## config.mk

```make
export PLATFORM = sky130hd
export DESIGN_NAME = pipeline_ctrl
export DESIGN_NICKNAME = d
export VERILOG_FILES = /design/src/rtl/cpu_types_pkg.sv /design/src/rtl/sat_counter.sv /design/src/rtl/pipeline_ctrl.sv
export SDC_FILE = /design/constraint.sdc
export NUM_CORES = 1
export LEC_CHECK = 0
export CAP_MARGIN = 20
export CORE_MARGIN = 4
export CORE_UTILIZATION = 52
export CTS_BUF_LIST = sky130_fd_sc_hd__clkbuf_4 sky130_fd_sc_hd__clkbuf_8
export DETAILED_ROUTE_END_ITERATION = 8
export MAX_ROUTING_LAYER = met4
export PLACE_DENSITY = 0.84
export REMOVE_ABC_BUFFERS = 1
export SYNTH_ARGS = -nofsm -noshare
export SYNTH_HDL_FRONTEND = slang
export SYNTH_SLANG_ARGS = --single-unit
export TNS_END_PERCENT = 50
```

## constraint.sdc

```tcl
create_clock -name CLK -period 3.1 [get_ports CLK]
set_input_delay 0.465 -clock CLK [delete_from_list [all_inputs] [get_ports CLK]]
set_output_delay 0.465 -clock CLK [all_outputs]
set_load 0.01 [all_outputs]
```

## src/rtl/cpu_types_pkg.sv

```systemverilog
// Shared CPU types: pipeline-controller state encoding and the latch-control bundle
// that the controller drives each cycle.
package cpu_types_pkg;

  typedef enum logic [1:0] {
    RUN     = 2'd0,
    DWAIT   = 2'd1,
    LDSTALL = 2'd2,
    HALT    = 2'd3
  } pctrl_state_t;

  localparam int unsigned LDSTALL_MAX = 15;

  typedef struct packed {
    logic pc_en;
    logic ifid_en;
    logic idex_en;
    logic exmem_en;
    logic memwb_en;
    logic ifid_flush;
    logic idex_flush;
    logic exmem_flush;
    logic memwb_flush;
  } pctrl_ctl_t;

  localparam pctrl_ctl_t CtlFreeze = '{default: 1'b0};
  localparam pctrl_ctl_t CtlRun = '{pc_en: 1'b1, ifid_en: 1'b1, idex_en: 1'b1,
                                    exmem_en: 1'b1, memwb_en: 1'b1, default: 1'b0};
  // Load-use bubble: hold PC and IF/ID, squash ID/EX, let the back end drain.
  localparam pctrl_ctl_t CtlStall = '{exmem_en: 1'b1, memwb_en: 1'b1, idex_flush: 1'b1,
                                      default: 1'b0};
  localparam pctrl_ctl_t CtlRedirect = '{pc_en: 1'b1, idex_en: 1'b1, exmem_en: 1'b1,
                                         memwb_en: 1'b1, ifid_flush: 1'b1, default: 1'b0};
  localparam pctrl_ctl_t CtlFetchWait = '{idex_en: 1'b1, exmem_en: 1'b1, memwb_en: 1'b1,
                                          ifid_flush: 1'b1, default: 1'b0};

endpackage

```

## src/rtl/sat_counter.sv

```systemverilog
// Up-counter that sticks at all-ones instead of wrapping.
module sat_counter #(
  parameter int unsigned W = 32
) (
  input  logic         CLK,
  input  logic         RST,
  input  logic         inc,
  input  logic         clear,
  output logic [W-1:0] count
);

  always_ff @(posedge CLK or posedge RST) begin
    if (RST) begin
      count <= '0;
    end else if (clear) begin
      count <= '0;
    end else if (inc && (count != '1)) begin
      count <= count + W'(1);
    end
  end

endmodule

```

## src/rtl/pipeline_ctrl.sv

```systemverilog
// Pipeline latch/PC sequencer: load-use bubbles, data-miss freeze, halt, perf counters.
module pipeline_ctrl
  import cpu_types_pkg::*;
#(
  parameter int unsigned LDSTALL_CYC = 1,
  parameter int unsigned CNT_W       = 32
) (
  input  logic             CLK,
  input  logic             RST,
  input  logic             hazard,
  input  logic             branch,
  input  logic             jump,
  input  logic             ihit,
  input  logic             dhit,
  input  logic             mem_dREN,
  input  logic             mem_dWEN,
  input  logic             mem_halt,
  output logic             pc_en,
  output logic             ifid_en,
  output logic             idex_en,
  output logic             exmem_en,
  output logic             memwb_en,
  output logic             ifid_flush,
  output logic             idex_flush,
  output logic             exmem_flush,
  output logic             memwb_flush,
  output logic             halt_out,
  output logic [CNT_W-1:0] stall_cnt,
  output logic [CNT_W-1:0] flush_cnt,
  output logic [1:0]       state_o
);

  localparam int unsigned LdW = $clog2(LDSTALL_MAX + 1);
  localparam logic [LdW-1:0] LdInit = LdW'(LDSTALL_CYC - 1);

  pctrl_state_t   state_q, state_d;
  logic [LdW-1:0] ldcnt_q, ldcnt_d;
  logic           halt_d;
  logic           dmiss, run_rules, stall_inc, flush_inc;
  pctrl_ctl_t     ctl, ctl_out;

  assign dmiss = (mem_dREN | mem_dWEN) & ~dhit;

  always_comb begin
    ctl       = CtlFreeze;
    state_d   = state_q;
    ldcnt_d   = ldcnt_q;
    halt_d    = halt_out;
    run_rules = 1'b0;
    stall_inc = 1'b0;
    flush_inc = 1'b0;

    case (state_q)
      RUN: begin
        if (mem_halt) begin
          state_d = HALT;
          halt_d  = 1'b1;
        end else if (dmiss) begin
          state_d = DWAIT;
        end else begin
          run_rules = 1'b1;
        end
      end
      DWAIT: begin
        if (!dmiss) begin
          state_d   = RUN;
          run_rules = 1'b1;
        end
      end
      LDSTALL: begin
        // ID is frozen here, so hazard/branch are re-evaluated once back in RUN.
        if (!dmiss) begin
          ctl       = CtlStall;
          stall_inc = 1'b1;
          ldcnt_d   = ldcnt_q - LdW'(1);
          if (ldcnt_q == LdW'(1)) state_d = RUN;
        end
      end
      default: halt_d = 1'b1;
    endcase

    if (run_rules) begin
      if (hazard) begin
        ctl       = CtlStall;
        stall_inc = 1'b1;
        if (LDSTALL_CYC > 1) begin
          state_d = LDSTALL;
          ldcnt_d = LdInit;
        end
      end else if (branch | jump) begin
        ctl       = CtlRedirect;
        flush_inc = 1'b1;
      end else if (!ihit) begin
        ctl = CtlFetchWait;
      end else begin
        ctl = CtlRun;
      end
    end
  end

  always_ff @(posedge CLK or posedge RST) begin
    if (RST) begin
      state_q  <= RUN;
      ldcnt_q  <= '0;
      halt_out <= 1'b0;
    end else begin
      state_q  <= state_d;
      ldcnt_q  <= ldcnt_d;
      halt_out <= halt_d;
    end
  end

  assign ctl_out     = RST ? CtlFreeze : ctl;
  assign pc_en       = ctl_out.pc_en;
  assign ifid_en     = ctl_out.ifid_en;
  assign idex_en     = ctl_out.idex_en;
  assign exmem_en    = ctl_out.exmem_en;
  assign memwb_en    = ctl_out.memwb_en;
  assign ifid_flush  = ctl_out.ifid_flush;
  assign idex_flush  = ctl_out.idex_flush;
  assign exmem_flush = ctl_out.exmem_flush;
  assign memwb_flush = ctl_out.memwb_flush;
  assign state_o     = state_q;

  sat_counter #(.W(CNT_W)) u_stall_cnt (
    .CLK   (CLK),
    .RST   (RST),
    .inc   (stall_inc),
    .clear (1'b0),
    .count (stall_cnt)
  );

  sat_counter #(.W(CNT_W)) u_flush_cnt (
    .CLK   (CLK),
    .RST   (RST),
    .inc   (flush_inc),
    .clear (1'b0),
    .count (flush_cnt)
  );

endmodule

```

==> impl_results.md <==
- Depth of the worst register-to-register path: 6
- Max FO, Critical Path: 5
- Vias in the first global route: 3,078
- Crit path DAT: 2390 ps
- Crit end category: primary output
- Max-cap violations: 0
- Crit-path cells: inv_1 -> ha_1 -> nor2b_2 -> o211ai_2 -> nor2_1 -> and3_1 -> clkdlybuf4s50_1
- Switching Share: 0.318
- Slowest stage delay, CP: 530 ps
- Cell taking the most area after synthesis: dfrtp_1
- Logic pwr share: 0.268
- Wire length of the first global-routing pass: 14.6 mm
- ANT nets after route: 0
- Slowest CP cell: clkdlybuf4s50_1
- Mapped Area: 3680 sq um
- Worst setup SP type: flop
- Fmax: 350 MHz
- Vias: 3,146
- Setup_tns: 0 ps
- Setup Viol. Count Final: 0
- Max-slew headroom: 0.442
- Setup bufs post-CTS: 0
- Design Power: 2.62 mW
- Library cells used by synthesis: 50
- Fin crit period: 2860 ps
- Effective utilization at floorplan: 0.538
- Residual DRC count: 0
- RePlAce Congestion: 0.822
- Top cell type's share of synthesized area: 0.483
- CTS Root Cell: clkbuf_8
- Final Hold Vio Count: 0
- CTS Buf Count: 9
- Post-synth top cells: dfrtp_1, nand3_1, xnor2_1
- Main area contributors after synthesis: dfrtp_1, xnor2_1, xor2_1
- Initial antenna violation count: 0
- CTS Sinks: 71
- Final Hold Slack: 475 ps
- Hold Path Stages: 1
- Synth-to-Final Area Change: 31.4%
- Post-synth top flop: dfrtp_1
- R2r setup slk: 490 ps
- FF-to-FF End: u_stall_cnt.count[25]
- Required @ worst endpoint: 2630 ps
- Status: finished clean
- Row Count: 30
- Total core area: 6830 sq um
- Layout cells sized above 1: 0.0887
- Clk pin slew, worst setup/hold paths: 80 ps
- Io pins: 86
- Die Area: 8480 sq um
- Clk buf depth: 2
- Synthesized flop and latch total: 71
- Leak Pwr: 2.08 nW
- Period Utilization, post-route: 0.922
- Peak supply drop: 0.428 mV
- H-tree Lvls: 3
- Sequential fraction of the synthesis area: 0.483
- Nets: 464
- RR Startpoint: u_stall_cnt.count[0]
- TritonCTS clock tree: built
- DR vias/cell: 5.75
- Worst Path Buf+Inv: 2
- Pwr per Cell Area: 542 nW/um^2
- Ant. Diodes: 0
- Int Power: 1.79 mW
- Drt pass-1 iters: 4
- Aggregate global-route resource usage: 0.221
- HP Class: flop to flop
- Gr ovfl total: 0
- Measured slew at the worst slew-check pin: 830 ps
- Unrepaired setup endpoints after global routing: false
- Setup Crit Path Kind: flop to primary output
- Height of the die: 92.1 um
- Synth Instances: 355
- Count leader, synth: dfrtp_1
- Flop pwr share: 0.447
- Hold endpoint: ldcnt_q[3]
- Port Buffers: 83
- Max-slew violations: 0
- Hold Startpoint: ldcnt_q[3]
- Die W: 92.1 um
- Average size of a mapped cell: 10.4 sq um
- Crit-path leading delay family: buffers and inverters
- Post-DP HPWL: 6.05 mm
- Clock latency on the worst-skew pair: 350 ps
- Post-synth EDFFs: 0
- Sw Pwr: 0.832 mW
- Ys async rst share: 1.00
- DR iter-0 viols: 153
- Syn. warnings: 0
- Fill cells: 517
- Clock Power Share: 0.284
- Skew final: 6.88 ps
- Mean routed wirelength per cell: 15.9 um
- Largest net degree at the start of global routing: 72
- Routed WL: 8.72 mm
- Crit. path cell count: 7
cell families (layout without fill, tap and decap cells):
kind of cell / Yosys count / after routing / synth area share
muxes: 5 / 5 / 0.0143
adders and majority gates: 8 / 8 / 0.0272
AOI/OAI and AO/OA: 20 / 20 / 0.0524
other: 1 / 2 / 0.00102
buffers and inverters: 20 / 115 / 0.0259
DFF: 71 / 71 / 0.483
xor gates and xnor gates: 61 / 61 / 0.145
and+or+nand+nor: 169 / 169 / 0.251
repair_timing:
item	CTS	global route
resized for setup	0	1
setup endpoints to repair	0	2
hold buffers	0	0
registers in the layout (all words and copies together) (netlist names):
signal             cells
u_flush_cnt.count     32
u_stall_cnt.count     32
ldcnt_q                4
state_o                2
halt_out               1
power by group through the flow:
| stage | logic, mW | registers, mW | clock network, mW |
|---|---|---|---|
| after floorplan | 0.356 | 1.19 | 0 |
| after global placement | 0.675 | 1.18 | 0 |
| after detailed placement | 0.702 | 1.18 | 0 |
| after CTS | 0.705 | 1.17 | 0.753 |
| after global routing | 0.770 | 1.20 | 0.795 |
| final | 0.703 | 1.17 | 0.745 |
per-layer routing:
layer,global-route usage,vias up,share of wire
met5,-,-,0
met2,0.342,121,0.49
li1,-,1458,-
met4,0.110,0,0.029
met1,0.276,1541,0.43
met3,0.0476,26,0.055
area by class of cell:
type                       count  area (sq um)  area share
inverter                      10          37.5     0.00777
clock buffer                  10           138      0.0285
clock inverter                 6          60.1      0.0124
timing repair buffer          89           888       0.184
tap                           96           120      0.0249
multi-input combinational    265          1810       0.375
sequential                    71          1780       0.368
how the worst max path moves through the flow:
stage	slack, ps	to	startpoint
2_1_floorplan	770	idex_flush	state_o[0]
4_1_cts	90	ifid_en	state_o[1]
3_3_place_gp	320	ifid_en	mem_dWEN
6_report	240	ifid_en	state_o[1]
3_5_place_dp	250	ifid_en	mem_dWEN
5_1_grt	50	ifid_en	state_o[1]
metrics by stage:
step	cell area (sq um)	util	setup slack [ps]	cells
2_1_floorplan	3620	-	768	346
3_3_place_gp	4630	0.678	319	531
3_5_place_dp	4630	0.678	254	531
4_1_cts	4830	0.707	93.9	547
5_1_grt	4830	0.707	50.8	547
6_report	4830	0.707	241	547
cell usage in the layout, fill, tap and decap left out, drive strengths merged, types with 2 or more instances in the layout:
master          n
nand4b          2
nor4b           2
nor4           15
o21ai           2
a21oi           2
mux2            2
a31oi           2
ha              8
o21bai          3
or2             2
xnor2          34
nand3          35
clkbuf         10
a211oi          2
and3           16
nand4          23
clkdlybuf4s50  83
o311ai          2
clkinv          3
clkinvlp        2
dfrtp          71
buf             6
nor3           17
inv            10
nor2           17
and2            4
or4             2
conb            2
nand2          28
mux2i           3
xor2           27
and4            2
worst reg2reg max path, delay by kind of cell (launching register included):
family	cells	cell delay (ps)
XOR/XNOR	1	180
adder cells (fa/ha/maj)	1	230
flip-flops	1	430
AND/OR/NAND/NOR	4	1650
Power figures use the tool's default switching activity.
